--- src/rtl/rd_flag_ctrl.sv ---
// Read-domain pointer and status controller for the async FIFO.
// Keeps the binary/Gray read pointer, synchronises the write-side Gray
// pointer and produces look-ahead EMPTY, ALMOST_EMPTY, fill level and a
// sticky UNDERFLOW flag.
module rd_flag_ctrl #(
    parameter int unsigned ADDR_WIDTH  = 4,
    parameter int unsigned SYNC_STAGES = 2
) (
    input  logic                  CLK,
    input  logic                  RST_N,
    input  logic                  READ_ENA,
    input  logic [ADDR_WIDTH:0]   WRITE_PTR_GRAY,
    input  logic [ADDR_WIDTH:0]   AE_LEVEL,
    input  logic                  CLR_UNDERFLOW,
    output logic [ADDR_WIDTH-1:0] RD_ADDR,
    output logic [ADDR_WIDTH:0]   READ_PTR_GRAY,
    output logic                  EMPTY,
    output logic                  ALMOST_EMPTY,
    output logic [ADDR_WIDTH:0]   RD_LEVEL,
    output logic                  UNDERFLOW
);

    localparam int unsigned PW = ADDR_WIDTH + 1;

    logic [SYNC_STAGES-1:0][PW-1:0] sync_q;
    logic [PW-1:0] wsync_gray;
    logic [PW-1:0] wsync_bin;
    logic [PW-1:0] rbin;
    logic [PW-1:0] rbin_next;
    logic [PW-1:0] rgray_next;
    logic [PW-1:0] level_next;
    logic          rd_fire;
    logic          underflow_next;

    // Write-pointer synchroniser chain; stage 0 samples the foreign-domain bus
    always_ff @(posedge CLK or negedge RST_N) begin
        if (!RST_N) begin
            sync_q <= '0;
        end else begin
            sync_q <= {sync_q[SYNC_STAGES-2:0], WRITE_PTR_GRAY};
        end
    end

    assign wsync_gray = sync_q[SYNC_STAGES-1];

    // Gray to binary: each binary bit is the XOR of all Gray bits at or above it
    always_comb begin
        wsync_bin = '0;
        for (int i = 0; i < int'(PW); i++) begin
            wsync_bin[i] = ^(wsync_gray >> i);
        end
    end

    // Next-state pointer, level and flag equations shared by read and write updates
    always_comb begin
        rd_fire        = READ_ENA & ~EMPTY;
        rbin_next      = rbin + PW'(rd_fire);
        rgray_next     = rbin_next ^ (rbin_next >> 1);
        level_next     = wsync_bin - rbin_next;
        underflow_next = UNDERFLOW;
        if (READ_ENA && EMPTY) begin
            underflow_next = 1'b1;
        end else if (CLR_UNDERFLOW) begin
            underflow_next = 1'b0;
        end
    end

    // Registered pointer and status outputs
    always_ff @(posedge CLK or negedge RST_N) begin
        if (!RST_N) begin
            rbin          <= '0;
            READ_PTR_GRAY <= '0;
            EMPTY         <= 1'b1;
            ALMOST_EMPTY  <= 1'b1;
            RD_LEVEL      <= '0;
            UNDERFLOW     <= 1'b0;
        end else begin
            rbin          <= rbin_next;
            READ_PTR_GRAY <= rgray_next;
            EMPTY         <= (rgray_next == wsync_gray);
            ALMOST_EMPTY  <= (level_next <= AE_LEVEL);
            RD_LEVEL      <= level_next;
            UNDERFLOW     <= underflow_next;
        end
    end

    assign RD_ADDR = rbin[ADDR_WIDTH-1:0];

endmodule

--- config.mk ---
export PLATFORM = sky130hd
export DESIGN_NAME = rd_flag_ctrl
export DESIGN_NICKNAME = d
export VERILOG_FILES = /design/src/rtl/rd_flag_ctrl.sv
export SDC_FILE = /design/constraint.sdc
export NUM_CORES = 1
export LEC_CHECK = 0
export ABC_AREA = 1
export CAP_MARGIN = 20
export CORE_ASPECT_RATIO = 2
export CORE_MARGIN = 4
export CORE_UTILIZATION = 40
export CTS_CLUSTER_DIAMETER = 60
export DETAILED_ROUTE_END_ITERATION = 10
export MAX_ROUTING_LAYER = met4
export PLACE_DENSITY = 0.62
export SYNTH_ARGS = -nofsm -noshare
export SYNTH_HDL_FRONTEND = slang
export SYNTH_SLANG_ARGS = --single-unit
--- constraint.sdc ---
create_clock -name CLK -period 4.9 [get_ports CLK]
set_input_delay 0.735 -clock CLK [delete_from_list [all_inputs] [get_ports CLK]]
set_output_delay 0.735 -clock CLK [all_outputs]
set_load 0.01 [all_outputs]
; Yosys cells after proc, flatten, opt, wreduce, memory -nomap -nowiden
; Index checks and enable logic that the tools add are counted.
[word_totals]
regBits = 28
inputBits = 14
output_inout_bits = 17
elab_cells = 24
[op_classes]
n_addsub = 2
magnitude_cmp = 1
n_eq_ne = 1
muxes = 2
n_bitwise = 3
reduce_logical = 7
[op_table]
columns = operator, count
row1 = $reduce_xor 5->1, 5
row2 = $add 5x1->5, 1
row3 = $eq 5x5->1, 1
row4 = $le 5x5->1, 1
row5 = $sub 5x5->5, 1
row6 = $xor 5x4->5, 1
row7 = $mux 1, 2
row8 = $reduce_bool 2->1, 1
row9 = $and 1x1->1, 1
row10 = $logic_and 1x1->1, 1
row11 = $not 1->1, 1

; Longest topological paths before layout
[depth]
ltp_word = 5
depth_mapped = 15
depth_no_buf = 15

; Least setup slack after synthesis
; Ideal clock, no wire load.
[synth_timing]
path_kind = input -> register
start = input port READ_ENA
end = register ALMOST_EMPTY
setup_ns = 0.088
t_arrival_ns = 2.660
required_ns = 4.812
setup_slack_ns = 2.152
stages = 14
n_path_buf = 0
path_cell_list = nand3_2 inv_1 ha_1 inv_1 nand2_2 nand2_4 ha_1 a21oi_1 o21ai_0 xor2_1 ha_1 nand4_1 o221ai_1 o21ai_0
[synth_between]
elab_chain_cells = 4
[synth_rtl]
columns = item, line_no
row1 = from (decl), 11  ; input logic READ_ENA,
row2 = $and 1x1->1, 56  ; rd_fire = READ_ENA & ~EMPTY;
row3 = $add 5x1->5, 57  ; rbin_next = rbin + PW'(rd_fire);
row4 = $sub 5x5->5, 59  ; level_next = wsync_bin - rbin_next;
row5 = net level_next[3], 31  ; logic [PW-1:0] level_next;
row6 = $le 5x5->1, 81  ; ALMOST_EMPTY <= (level_next <= AE_LEVEL);
row7 = to (signal assigned), 81
row8 = to (decl), 18  ; output logic ALMOST_EMPTY,
; The timed path passes the listed nets, and every way through them passes these cells.
; A chain may end at the register's enable or synchronous reset.

; Final worst setup path
; Ends and elaborated chain as after synthesis.

==> flow_metrics.py <==
metrics = {
    "run_status": {
        "status": "completed",
    },
    "timing": {
        "max_freq_mhz": 311,
        "rsz0062_at_grt": "no",
        "finalHoldViolations": 0,
        "min_period_over_period_pct": 65.6,
        "final.setup_skew_ps": 4.41,
        "fin_setup_tns_ps": 0,
        "setup_viol": 0,
        "drv_slew": 0,
        "maxSlewHeadroom_pct": 77.2,
        "min_period_ps": 3210,
        "worst_pin_slew_ps": 342,
    },
    "yosys": {
        "mappedNetlistNets": 167,
        "synth_compound_area_share_pct": 3.61,
        "synth_ff_type": "dfrtp_1",
        "ys_ff_latch": 27,
        "synth_simple_gate_area_share_pct": 19.9,
        "synth_area_leader_cell": "dfrtp_1",
        "synth_xor_area_share_pct": 10.3,
        "synth_top_family_by_area": "simple AND/OR/NAND/NOR gates",
        "async_flop_share_pct": 100,
        "synth-edff-count": 0,
        "yosysTopAreaCellShare_pct": 45.1,
        "syn_avg_cell_area_um2": 9.76,
        "synthesis.area_um2": 1390,
        "yosysSeqAreaShare_pct": 48.9,
        "ys_top_cells_by_area": "dfrtp_1 (45%), ha_1 (9.0%), nand2_1 (7.9%)",
        "synthCells": 142,
        "synth_mux_area_share_pct": 0,
        "ys_types": 21,
        "synth-adder-area-share_pct": 10.5,
        "yosys_warnings": 0,
    },
    "worst_setup_path": {
        "worstReg2RegEnd": "ALMOST_EMPTY",
        "cp_slowest_cell": "clkdlybuf4s50_1",
        "cp-start-kind": "primary input",
        "path_cells": "clkdlybuf4s50_1 -> nand3_2 -> inv_1 -> ha_1 -> inv_1 -> nand2_2 -> nand2_4 -> ha_1 -> a21oi_1 -> o21ai_0 -> xor2_1 -> ha_1 -> nand4_1 -> o221ai_1 -> o21ai_0",
        "reg2reg_slack_ps": 2090,
        "cp_slowest_stage_delay_ps": 520,
        "end_kind": "flip-flop",
        "path_max_fanout": 6,
        "cpMostUsedCell": "ha_1",
        "path_class": "in2reg",
        "worstRegToRegCells": 14,
        "cp_top_family": "adder cells",
        "path_buf_inv": 3,
        "r2r-start": "EMPTY",
        "critPathRequiredTime_ps": 5100,
        "cp.arrival_ps": 3410,
    },
    "floorplanning": {
        "num_io_pins": 31,
        "die_w_um": 49.6,
        "floorplan.die_area_um2": 4530,
        "die_h_um": 91.3,
        "initial_core_util_pct": 41.0,
        "core_area_um2": 3380,
        "rows": 30,
    },
    "layout": {
        "fillers": 325,
        "design_area_um2": 1780,
        "num_antenna_cells": 0,
        "post-route-util_pct": 52.7,
        "nNetsFinal": 203,
        "layout-drive-gt1-share_pct": 9.60,
        "seq_area_um2": 678,
        "multi_input_comb_area_um2": 614,
        "final_common_cell": "clkdlybuf4s50_1",
        "layout_common_cells": "clkdlybuf4s50_1 (30), nand2_1 (29), dfrtp_1 (25), inv_1 (25), nand3_1 (14)",
        "area.growth.synth_to_final_pct": 28.3,
    },
    "cts": {
        "numCtsBuffers": 3,
        "clkLatencyLatePin_ps": 270,
        "cts_resized": 0,
        "cts.sinks": 27,
        "cts_tree": "done",
        "clk_pin_slew_worst_paths_ps": 90,
        "hold_buffers": 0,
        "cts-root-buf": "clkbuf_8",
        "cts_setup_buffers": 0,
        "cts_buffer_depth": 2,
        "htree_levels": 1,
    },
    "drt": {
        "wl_um": 2720,
        "drc_errors": 0,
        "routedWlPerCell_um": 13.0,
        "drt_first_pass_iters": 4,
        "postRouteAntennaNets": 0,
        "drt_iter0_markers": 13,
        "num_vias": 990,
        "detail_route.vias_per_cell": 4.74,
    },
    "global_routing": {
        "antenna_found_initial": 0,
        "grt_pass1_vias": 995,
        "grt_max_degree": 28,
        "grt_pass1_wl_um": 4560,
        "overflow": 0,
        "grt_util_all_layers_pct": 13.4,
    },
    "min_path": {
        "whs_endpoint": "wsync_gray[2]",
        "whs_path_depth": 0,
        "hp-start": "sync_q[2]",
        "hp-class": "reg2reg",
    },
    "power": {
        "ir_drop_mv": 0.391,
        "power_density_nw_per_um2": 658,
        "leakagePower_nw": 0.893,
    },
    "place": {
        "hpwl_um": 2210,
        "place_congestion": 0.803,
        "port_buffers": 30,
        "placed_area_um2": 1730,
    },
    "flow_run": {
        "cap_violations": 0,
    },
}
how the worst max path moves through the flow:
stage | startpoint | end | cells past startpoint | slack, ps
6_report | READ_ENA | ALMOST_EMPTY | 15 | 1690
3_5_place_dp | READ_ENA | ALMOST_EMPTY | 15 | 1410
3_3_place_gp | READ_ENA | ALMOST_EMPTY | 15 | 1510
2_1_floorplan | READ_ENA | ALMOST_EMPTY | 14 | 2150
5_1_grt | READ_ENA | ALMOST_EMPTY | 15 | 1390
4_1_cts | READ_ENA | ALMOST_EMPTY | 15 | 1690
stage by stage:
step                total power [mW]  hold slack (ps)  instances  setup slack, ps
floorplan                      0.799              331        142             2150
global placement                1.05              334        205             1510
CTS                             1.19              361        209             1690
detailed placement              1.06              337        205             1410
finish                          1.17              356        209             1690
global route                    1.29              366        209             1390
routing by layer:
metal / track usage, % / part of all wire [%] / vias to the layer above
li1: - / - / 512
met2: 24.4 / 57 / 19
met4: 4.85 / 1.6 / 0
met1: 14.4 / 38 / 455
met3: 1.64 / 3.5 / 4
met5: - / 0 / -
registers in the layout, summed over array words and instances (netlist names):
signal         flops
ALMOST_EMPTY       1
EMPTY              1
RD_LEVEL           5
READ_PTR_GRAY      5
UNDERFLOW          1
rbin               4
sync_q             5
wsync_gray         5
report_power, final:
part	total [mW]	internal, mW	switching, mW
combinational	0.697	0.322	0.375
sequential	0.349	0.305	0.0445
clock	0.125	0.0582	0.0665
total	1.17	0.685	0.486
kinds of logic after synthesis:
| group | after synthesis |
|---|---|
| flip-flops | 27 |
| AND/OR/NAND/NOR | 58 |
| adder cells (fa/ha/maj) | 11 |
| buffers and inverters | 25 |
| XOR/XNOR | 12 |
| AO/OA/AOI/OAI | 9 |
Yosys cell counts, types with 3 or more instances:
library cell and number:
nand3_1 14, ha_1 10, o21ai_0 3, nand4_1 3, nand2_2 5, a21oi_1 4
nor2_1 4, dfrtp_1 25, inv_1 25, nand2_1 29, xor2_1 6
final cells by class:
cell class	instances	area share, %
well taps	32	2.25
clock buffers	4	2.53
flip-flops and latches	27	38.1
multi-input cells	90	34.5
repair buffers	31	17.3
inverters	25	5.27
No activity file was read; power rests on OpenSTA's default activity.
